$ cat src/rtl/ram_lsu_pkg.sv
// Shared definitions for the RAM load/store unit: funct3 codes, FSM encoding, size decode.
package ram_lsu_pkg;

  localparam logic [2:0] F3_B  = 3'd0;
  localparam logic [2:0] F3_H  = 3'd1;
  localparam logic [2:0] F3_W  = 3'd2;
  localparam logic [2:0] F3_BU = 3'd4;
  localparam logic [2:0] F3_HU = 3'd5;

  typedef enum logic [1:0] {StIdle, StBeat0, StBeat1, StResp} lsuState_e;

  // Access width in bytes from funct3[1:0]; code 3 is illegal and rejected elsewhere.
  function automatic logic [2:0] sizeDecode(input logic [1:0] sizeCode);
    case (sizeCode)
      2'd0:    return 3'd1;
      2'd1:    return 3'd2;
      default: return 3'd4;
    endcase
  endfunction

endpackage

$ cat src/rtl/lsu_align.sv
// Combinational lane steering: store shift/byte-mask generation and load extract/extend.
module lsu_align
  import ram_lsu_pkg::*;
(
  input  logic [31:0] storeData,
  input  logic [1:0]  storeOff,
  input  logic [2:0]  storeSize,
  output logic [63:0] storeImage,
  output logic [7:0]  storeMask,
  input  logic [31:0] loadLo,
  input  logic [31:0] loadHi,
  input  logic [1:0]  loadOff,
  input  logic [2:0]  loadFunct3,
  output logic [31:0] loadData
);

  logic [31:0] shifted;

  always_comb begin
    storeImage = {32'd0, storeData} << {storeOff, 3'b000};
    storeMask  = ((8'd1 << storeSize) - 8'd1) << storeOff;
    shifted    = 32'({loadHi, loadLo} >> {loadOff, 3'b000});
    case (loadFunct3)
      F3_B:    loadData = {{24{shifted[7]}}, shifted[7:0]};
      F3_H:    loadData = {{16{shifted[15]}}, shifted[15:0]};
      F3_BU:   loadData = {24'd0, shifted[7:0]};
      F3_HU:   loadData = {16'd0, shifted[15:0]};
      default: loadData = shifted;
    endcase
  end

endmodule

$ cat src/rtl/ram_lsu.sv
// Single-outstanding RV32 load/store initiator for the word-addressed data RAM.
// Define LSU_MISALIGN_SPLIT_EN to run word-crossing accesses as two RAM beats.
module ram_lsu
  import ram_lsu_pkg::*;
(
  input  logic        iLSU_CLK,
  input  logic        iLSU_RST_N,
  input  logic        iLSU_VALID,
  output logic        oLSU_READY,
  input  logic        iLSU_WE,
  input  logic [2:0]  iLSU_FUNCT3,
  input  logic [31:0] iLSU_ADDR,
  input  logic [31:0] iLSU_WDATA,
  output logic        oLSU_RVALID,
  output logic [31:0] oLSU_RDATA,
  output logic        oLSU_ERR,
  output logic        oRAM_CE,
  output logic        oRAM_RD,
  output logic        oRAM_WR,
  output logic [3:0]  oRAM_WSTRB,
  output logic [31:0] oREAD_ADDR,
  output logic [31:0] oWRITE_ADDR,
  output logic [31:0] oRAM_WDATA,
  input  logic [31:0] iRAM_DATA
);

  lsuState_e   stateQ, stateD;
  logic        reqWeQ, errQ;
  logic [2:0]  reqF3Q;
  logic [1:0]  reqOffQ;
  logic [31:0] loWordQ, hiWord;
  logic        ceQ, ceD, rdQ, rdD, wrQ, wrD;
  logic [3:0]  wstrbQ, wstrbD;
  logic [31:0] readAddrQ, readAddrD, writeAddrQ, writeAddrD, wdataQ, wdataD;

  logic        accept, misaligned, illegal, fail;
  logic [2:0]  size;
  logic [3:0]  endOff;
  logic [63:0] storeImage;
  logic [7:0]  storeMask;
  logic [31:0] loadData;

  assign accept     = (stateQ == StIdle) & iLSU_VALID;
  assign size       = sizeDecode(iLSU_FUNCT3[1:0]);
  assign endOff     = {2'b00, iLSU_ADDR[1:0]} + {1'b0, size};
  assign misaligned = endOff > 4'd4;
  assign illegal    = iLSU_WE ? (iLSU_FUNCT3 > F3_W)
                              : (iLSU_FUNCT3 == 3'd3 || iLSU_FUNCT3[2:1] == 2'b11);

  lsu_align u_align (
    .storeData  (iLSU_WDATA),
    .storeOff   (iLSU_ADDR[1:0]),
    .storeSize  (size),
    .storeImage (storeImage),
    .storeMask  (storeMask),
    .loadLo     (loWordQ),
    .loadHi     (hiWord),
    .loadOff    (reqOffQ),
    .loadFunct3 (reqF3Q),
    .loadData   (loadData)
  );

`ifdef LSU_MISALIGN_SPLIT_EN
  logic        misQ;
  logic [29:0] wordAQ;
  logic [3:0]  hiStrbQ;
  logic [31:0] hiDataQ, hiWordQ;

  assign fail   = illegal;
  assign hiWord = hiWordQ;

  // Upper half of the store image is held for the second beat.
  always_ff @(posedge iLSU_CLK or negedge iLSU_RST_N) begin
    if (!iLSU_RST_N) begin
      misQ    <= 1'b0;
      wordAQ  <= '0;
      hiStrbQ <= '0;
      hiDataQ <= '0;
      hiWordQ <= '0;
    end else begin
      if (accept) begin
        misQ    <= misaligned;
        wordAQ  <= iLSU_ADDR[31:2];
        hiStrbQ <= storeMask[7:4];
        hiDataQ <= storeImage[63:32];
      end
      if (stateQ == StBeat1) hiWordQ <= iRAM_DATA;
    end
  end
`else
  logic unusedHi;

  assign fail     = illegal | misaligned;
  assign hiWord   = '0;
  assign unusedHi = ^{storeMask[7:4], storeImage[63:32]};
`endif

  always_comb begin
    stateD     = stateQ;
    ceD        = 1'b0;
    rdD        = 1'b0;
    wrD        = 1'b0;
    wstrbD     = '0;
    readAddrD  = '0;
    writeAddrD = '0;
    wdataD     = '0;
    case (stateQ)
      StIdle: begin
        if (iLSU_VALID) begin
          if (fail) begin
            stateD = StResp;
          end else begin
            stateD = StBeat0;
            ceD    = 1'b1;
            rdD    = ~iLSU_WE;
            wrD    = iLSU_WE;
            if (iLSU_WE) begin
              writeAddrD = {2'b00, iLSU_ADDR[31:2]};
              wstrbD     = storeMask[3:0];
              wdataD     = storeImage[31:0];
            end else begin
              readAddrD  = {2'b00, iLSU_ADDR[31:2]};
            end
          end
        end
      end
      StBeat0: begin
        stateD = StResp;
`ifdef LSU_MISALIGN_SPLIT_EN
        if (misQ) begin
          stateD = StBeat1;
          ceD    = 1'b1;
          rdD    = ~reqWeQ;
          wrD    = reqWeQ;
          if (reqWeQ) begin
            writeAddrD = {2'b00, wordAQ + 30'd1};
            wstrbD     = hiStrbQ;
            wdataD     = hiDataQ;
          end else begin
            readAddrD  = {2'b00, wordAQ + 30'd1};
          end
        end
`endif
      end
      StBeat1: stateD = StResp;
      StResp:  stateD = StIdle;
      default: stateD = StIdle;
    endcase
  end

  always_ff @(posedge iLSU_CLK or negedge iLSU_RST_N) begin
    if (!iLSU_RST_N) begin
      stateQ     <= StIdle;
      reqWeQ     <= 1'b0;
      errQ       <= 1'b0;
      reqF3Q     <= '0;
      reqOffQ    <= '0;
      loWordQ    <= '0;
      ceQ        <= 1'b0;
      rdQ        <= 1'b0;
      wrQ        <= 1'b0;
      wstrbQ     <= '0;
      readAddrQ  <= '0;
      writeAddrQ <= '0;
      wdataQ     <= '0;
    end else begin
      stateQ     <= stateD;
      ceQ        <= ceD;
      rdQ        <= rdD;
      wrQ        <= wrD;
      wstrbQ     <= wstrbD;
      readAddrQ  <= readAddrD;
      writeAddrQ <= writeAddrD;
      wdataQ     <= wdataD;
      if (accept) begin
        reqWeQ  <= iLSU_WE;
        errQ    <= fail;
        reqF3Q  <= iLSU_FUNCT3;
        reqOffQ <= iLSU_ADDR[1:0];
      end
      if (stateQ == StBeat0) loWordQ <= iRAM_DATA;
    end
  end

  assign oLSU_READY  = (stateQ == StIdle) & iLSU_RST_N;
  assign oLSU_RVALID = (stateQ == StResp);
  assign oLSU_ERR    = oLSU_RVALID & errQ;
  assign oLSU_RDATA  = (oLSU_RVALID & ~errQ & ~reqWeQ) ? loadData : '0;
  assign oRAM_CE     = ceQ;
  assign oRAM_RD     = rdQ;
  assign oRAM_WR     = wrQ;
  assign oRAM_WSTRB  = wstrbQ;
  assign oREAD_ADDR  = readAddrQ;
  assign oWRITE_ADDR = writeAddrQ;
  assign oRAM_WDATA  = wdataQ;

endmodule

$ cat config.mk
export PLATFORM = sky130hd
export DESIGN_NAME = ram_lsu
export DESIGN_NICKNAME = d
export VERILOG_FILES = /design/src/rtl/ram_lsu_pkg.sv /design/src/rtl/lsu_align.sv /design/src/rtl/ram_lsu.sv
export SDC_FILE = /design/constraint.sdc
export NUM_CORES = 1
export LEC_CHECK = 0
export ABC_AREA = 1
export CAP_MARGIN = 40
export CORE_ASPECT_RATIO = 0.8
export CORE_MARGIN = 3
export CORE_UTILIZATION = 40
export CTS_CLUSTER_SIZE = 12
export DETAILED_ROUTE_END_ITERATION = 8
export PLACE_DENSITY = 0.76
export REMOVE_ABC_BUFFERS = 1
export SETUP_SLACK_MARGIN = 0.15
export SYNTH_ARGS = -nofsm -noshare
export SYNTH_HDL_FRONTEND = slang
export SYNTH_SLANG_ARGS = --single-unit
$ cat constraint.sdc
create_clock -name iLSU_CLK -period 1.7 [get_ports iLSU_CLK]
set_clock_uncertainty 0.1 [all_clocks]
set_input_delay 0.34 -clock iLSU_CLK [delete_from_list [all_inputs] [get_ports iLSU_CLK]]
set_output_delay 0.34 -clock iLSU_CLK [all_outputs]
set_load 0.01 [all_outputs]
==> results of run 1 <==
## sequential cells by signal, summed over array words and instances, names as in the netlist
name	cells
loWordQ	32
oRAM_WDATA	32
oREAD_ADDR	30
oWRITE_ADDR	30
oRAM_WSTRB	4
reqF3Q	3
reqOffQ	2
stateQ	2
errQ	1
oRAM_CE	1
oRAM_RD	1
oRAM_WR	1
reqWeQ	1
## what timing repair did
action                     4_1_cts  5_1_grt
hold endpoints to repair       113        0
setup endpoints to repair      260      194
setup buffers                   24        3
hold buffers                     1        0
gates cloned                    15        2
pin swaps                       15       20
gates resized for setup        453      253
## worst max-delay path: cells and delay by family (launching register included)
kind,cells,cell delay (ps)
buffers and inverters,2,400
AO/OA/AOI/OAI,3,500
AND/OR/NAND/NOR,1,90
flip-flops,1,470
## logic make-up (layout without fill, tap and decap cells)
| group | Yosys count | in the layout | synth area share, % |
|---|---|---|---|
| AND/OR/NAND/NOR | 272 | 273 | 18.5 |
| flip-flops | 140 | 140 | 56.3 |
| buffers and inverters | 124 | 476 | 8.62 |
| AO/OA/AOI/OAI | 121 | 121 | 9.89 |
| multiplexers | 26 | 26 | 4.54 |
| adder cells (fa/ha/maj) | 10 | 10 | 2.13 |
| other | 1 | 4 | 0.0602 |
## metrics by stage
stage	area [sq um]	setup TNS, ps	util (%)
2_1_floorplan	6010	-84400	-
3_3_place_gp	9310	-108010	61.6
3_5_place_dp	9310	-113930	61.6
4_1_cts	10900	-34840	72.3
5_1_grt	11600	-53230	77.0
6_report	11600	-41430	77.0
## placed cells by master, fill, tap and decap left out, types with 7 or more instances in the layout
cell type        count
a21oi_1             12
a21oi_2              7
a21oi_4              7
a31oi_1              8
buf_12               8
buf_16              13
buf_2               27
buf_4               71
buf_6               40
clkbuf_16           18
clkdlybuf4s15_1     34
clkdlybuf4s50_1     97
dfrtp_1            137
dlygate4sd2_1       63
inv_1               73
mux2_4              18
mux2i_1              8
nand2_1            113
nand2_2             11
nor2_1              13
nor2_2              14
nor2_4             100
o21ai_0             48
o21ai_1             24
o21ai_2             15
## area by class of cell
class	count	area (sq um)	share of cell area, %
repair buffers	361	3590	30.9
multi-input cells	434	3350	28.8
flip-flops and latches	140	3510	30.1
well taps	210	263	2.26
inverters	83	332	2.85
clock inverters	14	160	1.38
clock buffers	18	429	3.69
## path summary, 6_finish.rpt
check	slack, ps	cells past startpoint	endpoint
max	-610	6	oLSU_RDATA[8]
max reg2reg	-180	10	oWRITE_ADDR[1]
min in group asynchronous	480	3	loWordQ[30]
min	300	4	reqF3Q[0]
max in group asynchronous	370	3	oRAM_WDATA[15]
min reg2reg	410	1	loWordQ[0]
## power breakdown
part           internal, mW  leakage, nW  total, mW  switching, mW
clock                  2.19        0.280       3.76           1.57
sequential             3.87         1.87       4.33          0.460
combinational          3.19         3.64       6.73           3.54
## routing by layer
| metal | vias to the layer above | track usage (%) | share of wire (%) |
|---|---|---|---|
| met5 | - | 0 | 0 |
| met4 | 0 | 9.85 | 3.9 |
| met3 | 78 | 10.7 | 10 |
| met2 | 367 | 44.4 | 52 |
| met1 | 3149 | 28.7 | 34 |
| li1 | 2863 | - | - |
==> flow_metrics.py, run 1 <==
metrics = {
    "route": {
        "detail-route-antenna-nets": 0,
        "drt_wl_total_um": 25200,
        "dr.pass1.iters": 5,
        "drcViolationCount": 0,
        "first_iter_violations": 344,
        "avgRoutedWirePerCell_um": 20.0,
        "viasPerCell": 5.12,
        "num_vias": 6457,
    },
    "critical_path": {
        "crit_arrival_ps": 1870,
        "required_ps": 1260,
        "crit_type": "flop to output pin",
        "startpoint": "reqOffQ[0]",
        "end_kind": "output pin",
        "cp_max_fo": 19,
        "start_kind": "flop",
        "critPathMaxStageDelay_ps": 470,
        "worstPathCellList": "buf_4, nand2_1, o21ai_1, o21ai_2, a21oi_4, buf_6",
        "regToRegStartpoint": "stateQ[0]",
        "critPathSlowestCell": "dfrtp_2",
    },
    "sta": {
        "maxSlewHeadroom_pct": 46.1,
        "finalHoldViolCount": 0,
        "period_minus_slack_ps": 2310,
        "setup_slack_ps": -612,
        "rsz0062_at_grt": "true",
        "finalCritPeriodShare_pct": 136,
        "slew_viol_final": 0,
        "hold_slack_ps": 295,
        "tightest_slew_ps": 808,
        "max_clock_freq_mhz": 432,
        "finalSetupViolations": 134,
    },
    "placement": {
        "numPortBuffers": 236,
        "hpwl_um": 13300,
        "dp_slack_ps": -1000,
        "numPlacedInstances": 1183,
        "gp_congestion": 0.877,
    },
    "cells_and_area": {
        "nets": 1150,
        "syn_to_final_growth_pct": 86.9,
        "filler_cell_count": 912,
        "drive_gt1_share_pct": 38.4,
        "insertedDiodeCount": 0,
        "fin_cells": 1260,
    },
    "power_and_ir_drop": {
        "power.total_mw": 14.8,
        "p_per_area_nw_per_um2": 1270,
        "worst_ir_drop_vdd_uv": 717,
        "leakage_nw": 5.79,
    },
    "logic_synthesis": {
        "synthArstFlopShare_pct": 100,
        "synth_seq_cells": 140,
        "synth_edf_count": 0,
        "synthTopCellsByCount": "140 x dfrtp_1, 127 x nand2_1, 117 x nor2_1, 87 x o21ai_0, 79 x inv_1",
        "synthTopCellsByArea": "dfrtp_1 56%, nand2_1 7.7%, nor2_1 7.1%",
        "syn_area_sq_um": 6230,
        "yosys.area.top_type": "dfrtp_1",
        "synth.most_common_cell": "dfrtp_1",
        "synth_top_area_share_pct": 56.3,
        "synthFlopType": "dfrtp_1",
        "yosysWarnings": 0,
        "syn_area_per_cell_sq_um": 8.97,
        "synth_cell_types": 28,
        "netlist_instances": 694,
        "ys_seq_area_share_pct": 56.3,
    },
    "floorplanning": {
        "die_h_um": 118,
        "rows": 40,
        "die_area_sq_um": 17100,
        "io-pin-count": 241,
        "start_util_pct": 41.2,
        "die_w_um": 145,
        "core_area_sq_um": 15100,
    },
    "global_route": {
        "grt-ovfl-total": 0,
        "grt_max_degree": 141,
        "grt_pass1_wl_um": 34400,
        "antenna_found_initial": 0,
        "grt_usage_pct": 25.8,
        "grt_pass1_vias": 6322,
    },
    "clock_tree": {
        "cts_buffers": 17,
        "clockBufferDepth": 2,
        "clock_sinks": 140,
        "clkSlewWorstSetupHoldPaths_ps": 60,
        "htreeDepth": 4,
        "clk-insertion-delay-late_ps": 420,
        "cts_tree": "done",
        "root_buffer": "clkbuf_16",
    },
    "hold_path": {
        "hp-class": "input port to flop",
        "min_from": "iLSU_FUNCT3[0]",
    },
    "flow_run": {
        "max-cap-violations": 0,
    },
    "run_status": {
        "violations": "setup timing",
        "outcome": "finished with violations",
    },
}
(Power assumes the default switching activity.)
==> inputs of run 2 (changes only) <==
--- a/config.mk
+++ b/config.mk
@@ -12,9 +12,10 @@
 export CORE_UTILIZATION = 40
 export CTS_CLUSTER_SIZE = 12
 export DETAILED_ROUTE_END_ITERATION = 8
+export MAX_ROUTING_LAYER = met4
 export PLACE_DENSITY = 0.76
 export REMOVE_ABC_BUFFERS = 1
-export SETUP_SLACK_MARGIN = 0.15
+export SETUP_SLACK_MARGIN = 0.2
 export SYNTH_ARGS = -nofsm -noshare
 export SYNTH_HDL_FRONTEND = slang
 export SYNTH_SLANG_ARGS = --single-unit
==> flow_metrics.py, run 2 (synthesis results as in run 1) <==
metrics = {
    "run_status": {
        "outcome": "finished with violations",
        "violations": "setup timing",
    },
    "route": {
        "avgRoutedWirePerCell_um": 19.7,
        "drcViolationCount": 0,
        "detail-route-antenna-nets": 0,
        "drt_wl_total_um": 25000,
        "first_iter_violations": 367,
        "dr.pass1.iters": 5,
        "num_vias": 6420,
        "viasPerCell": 5.07,
    },
    "floorplanning": {
        "die_h_um": 118,
        "io-pin-count": 241,
        "die_area_sq_um": 17100,
        "die_w_um": 145,
        "rows": 40,
        "core_area_sq_um": 15100,
        "start_util_pct": 41.2,
    },
    "sta": {
        "finalHoldViolCount": 0,
        "fin_setup_tns_ps": -42780,
        "setup_slack_ps": -668,
        "maxSlewHeadroom_pct": 48.0,
        "slew_viol_final": 0,
        "finalSetupViolations": 135,
        "finalCritPeriodShare_pct": 139,
        "max_clock_freq_mhz": 422,
        "tightest_slew_ps": 781,
        "rsz0062_at_grt": "true",
        "period_minus_slack_ps": 2370,
    },
    "critical_path": {
        "regToRegStartpoint": "stateQ[0]",
        "critPathMaxStageDelay_ps": 400,
        "crit_arrival_ps": 1930,
        "required_ps": 1260,
        "crit_type": "flop to output pin",
        "rrSetupSlack_ps": -170,
        "timing.rr.end": "oWRITE_ADDR[19]",
        "cp_max_fo": 7,
        "start_kind": "flop",
        "worstPathCellList": "ha_4, inv_2, nor3_2, buf_6, buf_12, o21ai_1, a31oi_1, buf_2",
        "critPathSlowestCell": "dfrtp_1",
        "r2r_cells": 10,
        "end_kind": "output pin",
    },
    "cells_and_area": {
        "drive_gt1_share_pct": 45.5,
        "stdcell_area_sq_um": 11700,
        "syn_to_final_growth_pct": 87.5,
        "insertedDiodeCount": 0,
        "layout_commonest_cell": "dfrtp_1",
        "nets": 1157,
        "layout_common_cells": "137 x dfrtp_1, 106 x nand2_1, 100 x nor2_4",
    },
    "power_and_ir_drop": {
        "leakage_nw": 5.64,
        "p_per_area_nw_per_um2": 1320,
        "worst_ir_drop_vdd_uv": 731,
    },
    "global_route": {
        "top_usage_layer": "met2",
        "grt-ovfl-total": 0,
        "grt_pass1_vias": 6468,
        "grt_usage_pct": 26.8,
        "met3_usage_pct": 10.8,
        "met1_usage_pct": 29.2,
        "use_met2_pct": 44.7,
        "grt_max_degree": 141,
        "grt_pass1_wl_um": 34600,
        "antenna_found_initial": 0,
    },
    "placement": {
        "hpwl_um": 13300,
        "place_area_sq_um": 9310,
        "gp_congestion": 0.892,
        "numPortBuffers": 236,
        "dp_slack_ps": -1000,
    },
    "hold_path": {
        "min_from": "iLSU_FUNCT3[0]",
        "hold_depth": 4,
        "hp-class": "input port to flop",
        "min_to": "reqF3Q[0]",
    },
    "clock_tree": {
        "clk-insertion-delay-late_ps": 420,
        "htreeDepth": 4,
        "clockBufferDepth": 2,
        "clock_sinks": 140,
        "cts_buffers": 17,
        "root_buffer": "clkbuf_16",
        "cts_tree": "done",
        "clkSlewWorstSetupHoldPaths_ps": 60,
    },
    "flow_run": {
        "max-cap-violations": 0,
    },
}
run 2: cell count changes in the layout (fill, tap and decap cells not counted), moves of 5 or more:
cell | before | now
dlygate4sd2_1 | 63 | 0
clkbuf_2 | 3 | 49
nand2_1 | 113 | 106
buf_2 | 27 | 33
clkdlybuf4s15_1 | 34 | 39
clkdlybuf4s15_2 | 0 | 5
run 2: where the power goes:
part           internal (mW)  switching, mW  total (mW)  leakage, nW
logic                   3.58           3.77        7.35         3.50
registers               3.87          0.478        4.35         1.87
clock network           2.19           1.55        3.74        0.280
run 2: layout make-up:
cell class	count	area (sq um)
Timing Repair Buffer	368	3560
Sequential cell	140	3510
Fill cell	920	3440
Multi-Input combinational cell	434	3420
Clock buffer	18	429
Inverter	83	337
Tap cell	210	263
Clock inverter	14	160
run 2: per-stage QoR:
step / cells / hold slack, ps / total power, mW / util [%]
6_report: 1267 / 296 / 15.4 / 77.2
3_5_place_dp: 1183 / 397 / 8.43 / 61.6
4_1_cts: 1256 / 267 / 13.5 / 73.4
2_1_floorplan: 656 / -55.6 / 6.29 / -
3_3_place_gp: 1183 / 391 / 8.31 / 61.6
5_1_grt: 1267 / 305 / 16.1 / 77.2
run 2: layer usage:
metal  up-vias  wire (um)
li1       2874          -
met1      3111       8630
met2       356      13000
met3        79       2550
met4         0        854
met5         -          0
run 2: worst max-delay path by stage:
stage / start / endpoint / slack, ps / cells past startpoint
2_1_floorplan: iLSU_FUNCT3[0] / oRAM_WDATA[16] / -770 / 9
3_3_place_gp: iLSU_FUNCT3[0] / oRAM_WR / -940 / 11
3_5_place_dp: iLSU_FUNCT3[0] / oWRITE_ADDR[2] / -1000 / 11
4_1_cts: reqOffQ[0] / oLSU_RDATA[17] / -610 / 8
5_1_grt: stateQ[0] / oLSU_RDATA[1] / -740 / 8
6_report: stateQ[0] / oLSU_RDATA[1] / -670 / 8
run 2: worst max-delay path: cells and delay by family (launching register included):
kind                       cells  cell delay, ps
DFF                            1             400
AOI/OAI and AO/OA              2             270
adders and majority gates      1             170
and+or+nand+nor                1             120
buffers and inverters          4             540
run 2: what timing repair did:
action                                  in CTS  in global routing
endpoints found under the setup margin     262                227
resized for setup                          564                298
hold buffers                                 1                  0
buffers inserted                            24                  8
cloned                                      16                  3
pin swaps                                   15                 29
hold endpoints to repair                   113                  0
==> inputs of run 3 (changes only) <==
--- a/config.mk
+++ b/config.mk
@@ -14,6 +14,7 @@
 export DETAILED_ROUTE_END_ITERATION = 8
 export MAX_ROUTING_LAYER = met4
 export PLACE_DENSITY = 0.76
+export RECOVER_POWER = 50
 export REMOVE_ABC_BUFFERS = 1
 export SETUP_SLACK_MARGIN = 0.2
 export SYNTH_ARGS = -nofsm -noshare
==> flow_metrics.py, run 3 (synthesis results as in run 1) <==
metrics = {
    "cells_and_area": {
        "final_util_pct": 76.8,
        "syn_to_final_growth_pct": 86.5,
        "filler_cell_count": 942,
        "fin_cells": 1267,
        "drive_gt1_share_pct": 42.0,
        "nets": 1157,
        "stdcell_area_sq_um": 11600,
        "layout_commonest_cell": "dfrtp_1",
        "insertedDiodeCount": 0,
        "layout_common_cells": "137 x dfrtp_1, 106 x nand2_1, 100 x nor2_4",
    },
    "route": {
        "viasPerCell": 5.04,
        "drt_wl_total_um": 25000,
        "detail-route-antenna-nets": 0,
        "num_vias": 6392,
        "avgRoutedWirePerCell_um": 19.7,
        "drcViolationCount": 0,
        "first_iter_violations": 373,
        "dr.pass1.iters": 5,
    },
    "critical_path": {
        "end_kind": "output pin",
        "crit_type": "flop to output pin",
        "timing.rr.end": "oWRITE_ADDR[8]",
        "cp_max_fo": 7,
        "start_kind": "flop",
        "crit_arrival_ps": 1920,
        "regToRegStartpoint": "stateQ[0]",
        "required_ps": 1260,
        "r2r_cells": 10,
        "rrSetupSlack_ps": -170,
    },
    "floorplanning": {
        "start_util_pct": 41.2,
        "io-pin-count": 241,
        "die_w_um": 145,
        "die_h_um": 118,
        "die_area_sq_um": 17100,
        "rows": 40,
        "core_area_sq_um": 15100,
    },
    "global_route": {
        "grt_pass1_wl_um": 34600,
        "grt_usage_pct": 26.8,
        "antenna_found_initial": 0,
        "grt_pass1_vias": 6468,
        "grt_max_degree": 141,
        "grt-ovfl-total": 0,
    },
    "hold_path": {
        "hp-class": "input port to flop",
        "min_from": "iLSU_FUNCT3[0]",
        "hold_depth": 4,
        "min_to": "reqF3Q[0]",
    },
    "power_and_ir_drop": {
        "worst_ir_drop_vdd_uv": 727,
        "power.total_mw": 15.4,
        "p_per_area_nw_per_um2": 1330,
        "leakage_nw": 5.51,
    },
    "sta": {
        "rsz0062_at_grt": "true",
        "finalCritPeriodShare_pct": 139,
        "hold_slack_ps": 298,
        "period_minus_slack_ps": 2360,
        "maxSlewHeadroom_pct": 30.7,
        "finalHoldViolCount": 0,
        "fin_setup_tns_ps": -42890,
        "slew_viol_final": 0,
        "max_clock_freq_mhz": 423,
        "tightest_slew_ps": 1040,
        "setup_slack_ps": -663,
        "finalSetupViolations": 135,
    },
    "clock_tree": {
        "htreeDepth": 4,
        "clk-insertion-delay-late_ps": 420,
        "cts_tree": "done",
        "clock_sinks": 140,
        "clockBufferDepth": 2,
        "cts_buffers": 17,
        "root_buffer": "clkbuf_16",
        "clkSlewWorstSetupHoldPaths_ps": 60,
    },
    "run_status": {
        "outcome": "finished with violations",
        "violations": "setup timing",
    },
    "placement": {
        "numPortBuffers": 236,
        "place_area_sq_um": 9310,
        "hpwl_um": 13300,
        "dp_slack_ps": -1000,
        "gp_congestion": 0.892,
        "numPlacedInstances": 1183,
    },
    "flow_run": {
        "max-cap-violations": 0,
    },
}
-- run 3: per-layer routing --
metal	vias to the layer above	share of wire, %	global-route usage [%]
met4	0	3.5	9.43
li1	2875	-	-
met1	3100	35	29.2
met5	-	0	-
met2	339	52	44.7
met3	78	9.9	10.8
-- run 3: area by class of cell --
cell class,instances,area [sq um],share of cell area [%]
clock inverter,14,160,1.38
inverter,83,337,2.90
sequential,140,3510,30.2
multi-input combinational,434,3420,29.4
clock buffer,18,429,3.70
tap,210,263,2.26
timing repair buffer,368,3500,30.2
-- run 3: repair_timing --
action	4_1_cts	5_1_grt
pin swaps	15	29
endpoints found under the setup margin	262	227
hold endpoints to repair	113	0
resized for setup	564	298
gates cloned	16	3
setup buffers	24	8
hold buffers	1	0
-- run 3: where the power goes --
part	internal, mW	total [mW]	switching (mW)
clock	2.19	3.73	1.54
combinational	3.58	7.35	3.77
sequential	3.87	4.35	0.477
total	9.64	15.4	5.79
-- run 3: how the worst max path moves through the flow --
stage	startpoint	to	slack, ps	depth (start not counted)
5_1_grt	stateQ[0]	oLSU_RDATA[1]	-740	8
6_report	stateQ[0]	oLSU_RDATA[1]	-660	8
3_5_place_dp	iLSU_FUNCT3[0]	oWRITE_ADDR[2]	-1000	11
4_1_cts	reqOffQ[0]	oLSU_RDATA[17]	-610	8
3_3_place_gp	iLSU_FUNCT3[0]	oRAM_WR	-940	11
2_1_floorplan	iLSU_FUNCT3[0]	oRAM_WDATA[16]	-770	9
-- run 3: worst max-delay path, stage by stage (launching register included) --
cell and delay [ps]:
dfrtp_1 400, ha_4 170, inv_2 30, nor3_2 120, buf_6 190, buf_12 140
o21ai_1 80, a31oi_1 190, buf_2 170
